File: src/rtl/wishbone_master_bus_if.sv
// CPU-side Wishbone classic master: turns one SRAM-style pipeline request into one
// registered Wishbone cycle, stalls the pipeline until ack, and aborts on flush or ack timeout.
module wishbone_master_bus_if #(
    parameter int unsigned ADDR_WIDTH  = 32,
    parameter int unsigned DATA_WIDTH  = 32,
    parameter int unsigned SEL_WIDTH   = 4,
    parameter int unsigned STALL_WIDTH = 6,
    parameter int unsigned ACK_TIMEOUT = 256
) (
    input  logic                   clk,
    input  logic                   rst,
    input  logic                   cpu_ce_i,
    input  logic                   cpu_we_i,
    input  logic [ADDR_WIDTH-1:0]  cpu_addr_i,
    input  logic [DATA_WIDTH-1:0]  cpu_data_i,
    input  logic [SEL_WIDTH-1:0]   cpu_sel_i,
    output logic [DATA_WIDTH-1:0]  cpu_data_o,
    input  logic [STALL_WIDTH-1:0] stall_i,
    input  logic                   flush_i,
    output logic                   stallreq_o,
    output logic                   bus_err_o,
    output logic                   wishbone_cyc_o,
    output logic                   wishbone_stb_o,
    output logic                   wishbone_we_o,
    output logic [ADDR_WIDTH-1:0]  wishbone_addr_o,
    output logic [DATA_WIDTH-1:0]  wishbone_data_o,
    output logic [SEL_WIDTH-1:0]   wishbone_sel_o,
    input  logic [DATA_WIDTH-1:0]  wishbone_data_i,
    input  logic                   wishbone_ack_i
);

    localparam int unsigned CNT_W = (ACK_TIMEOUT > 1) ? $clog2(ACK_TIMEOUT) : 1;
    localparam logic [CNT_W-1:0] CNT_LAST = CNT_W'(ACK_TIMEOUT - 1);
    localparam bit TIMEOUT_EN = (ACK_TIMEOUT != 0);

    typedef enum logic [1:0] {
        IDLE       = 2'd0,
        BUSY       = 2'd1,
        WAIT_STALL = 2'd2
    } state_e;

    state_e                  state_q, state_d;
    logic                    cyc_q, cyc_d;
    logic                    stb_q, stb_d;
    logic                    we_q, we_d;
    logic [ADDR_WIDTH-1:0]   addr_q, addr_d;
    logic [DATA_WIDTH-1:0]   data_q, data_d;
    logic [SEL_WIDTH-1:0]    sel_q, sel_d;
    logic [DATA_WIDTH-1:0]   rd_buf_q, rd_buf_d;
    logic [CNT_W-1:0]        cnt_q, cnt_d;
    logic                    bus_err_q, bus_err_d;

    // Next-state, bus register updates and combinational pipeline handshake
    always_comb begin
        state_d    = state_q;
        cyc_d      = cyc_q;
        stb_d      = stb_q;
        we_d       = we_q;
        addr_d     = addr_q;
        data_d     = data_q;
        sel_d      = sel_q;
        rd_buf_d   = rd_buf_q;
        cnt_d      = cnt_q;
        bus_err_d  = 1'b0;
        stallreq_o = 1'b0;
        cpu_data_o = '0;

        case (state_q)
            IDLE: begin
                stallreq_o = cpu_ce_i & ~flush_i;
                if (cpu_ce_i && !flush_i) begin
                    cyc_d   = 1'b1;
                    stb_d   = 1'b1;
                    we_d    = cpu_we_i;
                    addr_d  = cpu_addr_i;
                    data_d  = cpu_data_i;
                    sel_d   = cpu_sel_i;
                    cnt_d   = '0;
                    state_d = BUSY;
                end
            end
            BUSY: begin
                if (flush_i) begin
                    cyc_d    = 1'b0;
                    stb_d    = 1'b0;
                    we_d     = 1'b0;
                    sel_d    = '0;
                    rd_buf_d = '0;
                    state_d  = IDLE;
                end else if (wishbone_ack_i) begin
                    cyc_d = 1'b0;
                    stb_d = 1'b0;
                    we_d  = 1'b0;
                    sel_d = '0;
                    if (!we_q) begin
                        rd_buf_d   = wishbone_data_i;
                        cpu_data_o = wishbone_data_i;
                    end
                    state_d = (stall_i != '0) ? WAIT_STALL : IDLE;
                end else begin
                    stallreq_o = 1'b1;
                    // Last permitted wait cycle without ack: give up on the slave
                    if (TIMEOUT_EN && cnt_q == CNT_LAST) begin
                        cyc_d     = 1'b0;
                        stb_d     = 1'b0;
                        we_d      = 1'b0;
                        sel_d     = '0;
                        rd_buf_d  = '0;
                        bus_err_d = 1'b1;
                        state_d   = IDLE;
                    end else begin
                        cnt_d = cnt_q + CNT_W'(1);
                    end
                end
            end
            WAIT_STALL: begin
                cpu_data_o = rd_buf_q;
                if (stall_i == '0) begin
                    state_d = IDLE;
                end
            end
            default: begin
                state_d = IDLE;
            end
        endcase
    end

    always_ff @(posedge clk) begin
        if (rst) begin
            state_q   <= IDLE;
            cyc_q     <= 1'b0;
            stb_q     <= 1'b0;
            we_q      <= 1'b0;
            addr_q    <= '0;
            data_q    <= '0;
            sel_q     <= '0;
            rd_buf_q  <= '0;
            cnt_q     <= '0;
            bus_err_q <= 1'b0;
        end else begin
            state_q   <= state_d;
            cyc_q     <= cyc_d;
            stb_q     <= stb_d;
            we_q      <= we_d;
            addr_q    <= addr_d;
            data_q    <= data_d;
            sel_q     <= sel_d;
            rd_buf_q  <= rd_buf_d;
            cnt_q     <= cnt_d;
            bus_err_q <= bus_err_d;
        end
    end

    assign wishbone_cyc_o  = cyc_q;
    assign wishbone_stb_o  = stb_q;
    assign wishbone_we_o   = we_q;
    assign wishbone_addr_o = addr_q;
    assign wishbone_data_o = data_q;
    assign wishbone_sel_o  = sel_q;
    assign bus_err_o       = bus_err_q;

endmodule

File: config.mk
export PLATFORM = sky130hd
export DESIGN_NAME = wishbone_master_bus_if
export DESIGN_NICKNAME = d
export VERILOG_FILES = /design/src/rtl/wishbone_master_bus_if.sv
export SDC_FILE = /design/constraint.sdc
export NUM_CORES = 1
export LEC_CHECK = 0
export ABC_CLOCK_PERIOD_IN_PS = 2600
export CAP_MARGIN = 20
export CORE_MARGIN = 5
export CORE_UTILIZATION = 42
export DETAILED_ROUTE_END_ITERATION = 6
export PLACE_DENSITY = 0.8
export SLEW_MARGIN = 20
export SYNTH_ARGS = -nofsm -noshare
export SYNTH_HDL_FRONTEND = slang
export SYNTH_SLANG_ARGS = --single-unit
File: constraint.sdc
create_clock -name clk -period 2.6 [get_ports clk]
set_input_delay 0.52 -clock clk [delete_from_list [all_inputs] [get_ports clk]]
set_output_delay 0.52 -clock clk [all_outputs]
set_load 0.005 [all_outputs]
# ---- Word level (Yosys, flattened, before mapping)
# Index checks and enable logic that the tools add are counted.
dict set report word_totals {
  out_inout_bits 105
  wordCells 72
  rom_bits 0
  latch_bits 0
  mem_count 0
  ram_bits 0
  regBits 113
}
dict set report op_classes {
  mul 0
  mux 36
  shifts 0
  add_sub_neg 1
  reduce_logical 13
  div_mod_pow 0
  n_lt_le_gt_ge 0
  n_bitwise 3
  eq_ne 10
}
# operator count
set ops {}
lappend ops {{$mux 32} 7}
lappend ops {{$pmux 32 s2} 1}
lappend ops {{$mux 8} 4}
lappend ops {{$mux 4} 4}
lappend ops {{$pmux 8 s2} 1}
lappend ops {{$mux 2} 6}
lappend ops {{$ne 2x2->1 const B} 5}
lappend ops {{$reduce_and 3->1} 3}
lappend ops {{$add 8x1->8 const B} 1}
lappend ops {{$eq 8x8->1 const B} 1}
lappend ops {{$mux 1} 8}
lappend ops {{$pmux 4 s2} 1}
lappend ops {{$logic_not 6->1} 1}
lappend ops {{$pmux 1 s2} 3}
lappend ops {{$pmux 2 s3} 1}
lappend ops {{$reduce_bool 6->1} 1}
lappend ops {{$reduce_and 5->1} 1}
lappend ops {{$ne 4x4->1 const B} 1}
lappend ops {{$reduce_or 4->1} 1}
lappend ops {{$ne 3x3->1 const B} 1}
lappend ops {{$reduce_bool 3->1} 1}
lappend ops {{$eq 2x1->1 const B} 1}
lappend ops {{$eq 2x2->1 const B} 1}
lappend ops {{$logic_not 2->1} 1}
lappend ops {{6 further kinds} 7}

# ---- Depth between registers and ports, before layout
# Gate-level depths: netlist (run 1).
dict set report logic_depth {
  ltp_word 5
  ltp_mapped 8
  mapped_depth_nobuf 6
}

# ---- Worst setup path before layout (run 1)
# Ideal clock, no wire load.
dict set report synth_path {
  path_type {input to output}
  startpoint {input flush_i}
  endpoint {output cpu_data_o[0]}
  arrival_time_ps 1607
  path_slack_ps 473
  required_ps 2080
  cell_stages 6
  cell_sequence {clkbuf_1 > nand2b_1 > nor2_1 > clkbuf_1 > nand2_1 > a21boi_0}
}
dict set report synth_between {
  elab_chain_cells 2
}
# item line
set synth_lines {}
lappend synth_lines {{start, declared} 19} ;# input logic flush_i,
lappend synth_lines {{$mux 32} 83} ;# if (flush_i) begin
lappend synth_lines {{$pmux 32 s2} 68} ;# case (state_q)
lappend synth_lines {{end, declared} 17} ;# output logic [DATA_WIDTH-1:0] cpu_data_o,
# Every way passes these cells.

# ---- Final worst setup path (run 1)
dict set report layout_path {
  startpoint {input flush_i}
  endpoint {output cpu_data_o[17]}
}
# Same word-level chain as after synthesis.

==> results.cfg, run 1 <==
[detailed_routing]
drtAntennaViolNets = 0
drt-total-wl_um = 16500
drtIter0Drc = 498
vias = 5483
drc = 0
dr.pass1.iters = 5
wire_per_inst_um = 16.0
routed_via_density = 5.32

[layout]
finalNonFillerCells = 1030
layout.nets = 992
diodes = 0
multi_input_area_mm2 = 0.00245
syn_to_final_growth_pct = 63.2
seq_area_mm2 = 0.00226
n_fill_cell = 891
drive_gt1_share_pct = 9.58

[clocking]
cts_tree = yes
postCtsSetupRepairBufs = 0
clk_path_buf_depth = 2
ctsHoldBuffers = 0
cts_buffers = 17
cts_resized = 40
h-tree-depth = 4
insertion_delay_ns = 0.40
clkSinkCount = 113
root_buffer = clkbuf_16
path_clk_slew_ns = 0.05

[pwr]
power.share.sequential_pct = 36.1
ir_drop_uv = 528
intPower_mw = 4.04
power_leakage_nw = 2.92
powerDensity_mw_per_mm2 = 666
clkPwrFrac_pct = 44.0
switching_share_pct = 24.6
power_mw = 5.35
combinationalPowerShare_pct = 19.9
p_sw_mw = 1.31

[timing]
finalCritPeriodShare_pct = 96.4
slew_violations = 0
period_minus_slack_ns = 2.51
maxSlewHeadroom_pct = 49.2
rsz0062_at_grt = false
hold_slack_ns = 0.455
final_hold_viol_count = 0
setup_viol = 0
worst_pin_slew_ns = 0.762
skew_ns = 0.0127
fmax_mhz = 399
tns_ns = 0

[yosys]
synth.avg_cell_area_um2 = 7.64
ys_ff_latch = 113
synth.distinct_cells = 38
synthFlopType = dfxtp_1
yosys.area.top_type = dfxtp_1
ys_top_cells_by_area = dfxtp_1, nand2_1, a21oi_1, nand4b_1, a21boi_0
netlist_top_cells_count = nand2_1, dfxtp_1, a21oi_1
syn_area_mm2 = 0.00493
synth-async-reset-ratio_pct = 0
syn_inst = 645
yosysWarnings = 0
synth.top_cell.area_share_pct = 45.9
yosysMostFrequentCell = nand2_1
ys_seq_area_share_pct = 45.9
synth-edff-count = 0
synth_fp_nets = 761

[floorplanning]
placementRows = 39
start_util_pct = 43.0
die_h_um = 118
dieArea_mm2 = 0.0140
core_area_mm2 = 0.0115
fp.dieW_um = 118
io_pins = 217

[global_route]
track_usage_pct = 23.3
top_usage_layer = met2
grtUsageMet2_pct = 38.5
antenna_found_initial = 0
globalRouteMet1Util_pct = 28.1
grtUsageMet3_pct = 8.50
grt_overflow_total = 0
grt_pass1_vias = 5443
grt_pass1_wl_um = 27200
grt_max_degree = 66

[setup_path]
crit_chain = clkdlybuf4s50_1 -> nand2b_4 -> nor2_4 -> buf_12 -> nand2_1 -> a21boi_0 -> dlygate4sd2_1
end_kind = primary output
crit_path_start_kind = input port
cp_slowest_stage_delay_ns = 0.46
worstPathRequired_ns = 2.08
path_class = input port to primary output
cp_slowest_cell = clkdlybuf4s50_1
cp.arrival_ns = 1.99
critPathMaxFanout = 25

[flow_run]
cap_violations = 0

[placement]
dpl.hpwl_um = 11900
placed_cells = 1000
port_buffers = 216
gp_congestion = 0.798

[status]
status = completed

[min_path]
hold_path.class = flop to flop
sequential cells by signal (all words and copies together) (netlist names):
register,flops
rd_buf_q,32
wishbone_sel_o,4
cnt_q,8
wishbone_data_o,32
wishbone_addr_o,32
state_q,2
bus_err_o,1
wishbone_stb_o,1
wishbone_we_o,1
metal layers:
layer,vias up,routed length (µm),share of wire [%]
li1,2671,-,-
met3,33,1510,9.1
met2,272,7790,47
met4,0,453,2.7
met1,2507,6740,41
met5,-,0,0
per-stage QoR:
| step | utilization, % | setup slack (ns) | instance area, µm² |
|---|---|---|---|
| final | 70.1 | 0.0939 | 8040 |
| after global routing | 70.1 | 0.000207 | 8040 |
| after CTS | 70.1 | 0.0379 | 8040 |
| after detailed placement | 65.0 | -0.375 | 7460 |
| after global placement | 65.0 | -0.291 | 7460 |
| after floorplan | - | 0.473 | 4930 |
power by group through the flow:
stage	sequential, mW	combinational [mW]	clock, mW
2_1_floorplan	1.96	0.484	0
3_3_place_gp	1.95	1.04	0
3_5_place_dp	1.96	1.06	0
4_1_cts	1.93	1.07	2.39
5_1_grt	1.94	1.17	2.48
6_report	1.93	1.06	2.36
critical path: cells and delay by family:
family          cells  cell delay (ns)
compound gates      1             0.18
simple gates        3             0.38
buf+inv             3             0.89
cell families after synthesis:
family,share of synthesized area [%]
fa+ha+maj,1.02
buf+inv,4.83
simple gates,28.4
flops,45.9
compound gates,19.9
final cells by class:
type	count	area share, %
Sequential cell	113	28.1
Timing Repair Buffer	266	31.3
Clock buffer	25	6.29
Clock inverter	5	1.25
Inverter	7	0.327
Multi-Input combinational cell	471	30.4
Tap cell	143	2.23
worst paths after layout:
path | from | to | slack (ns) | cells after the start
worst min register to register | wishbone_addr_o[27] | wishbone_addr_o[27] | 0.45 | 2
worst min-delay path | wishbone_addr_o[27] | wishbone_addr_o[27] | 0.45 | 2
worst max-delay path | flush_i | cpu_data_o[17] | 0.09 | 7
worst max register to register | state_q[1] | state_q[0] | 0.53 | 9
layout by cell type, fill, tap and decap left out, drive strengths merged, types with 3 or more instances in the layout:
| master | count |
|---|---|
| a21boi | 34 |
| a21oi | 75 |
| a31oi | 33 |
| buf | 51 |
| bufinv | 3 |
| clkbuf | 25 |
| clkdlybuf4s50 | 181 |
| dfxtp | 113 |
| dlygate4sd2 | 34 |
| ha | 4 |
| inv | 7 |
| nand2 | 233 |
| nand2b | 4 |
| nand3 | 3 |
| nand4 | 5 |
| nand4b | 32 |
| nor2 | 6 |
| nor3 | 4 |
| o21ai | 12 |
| or3 | 3 |
Power figures use the tool's default switching activity.
==> run 2: changes to the inputs <==
--- a/config.mk
+++ b/config.mk
@@ -9,6 +9,7 @@
 export CAP_MARGIN = 20
 export CORE_MARGIN = 5
 export CORE_UTILIZATION = 42
+export CTS_CLUSTER_SIZE = 12
 export DETAILED_ROUTE_END_ITERATION = 6
 export PLACE_DENSITY = 0.8
 export SLEW_MARGIN = 20
==> results of run 2 <==
Final layout, timing and power as in run 1 (identical DEF).
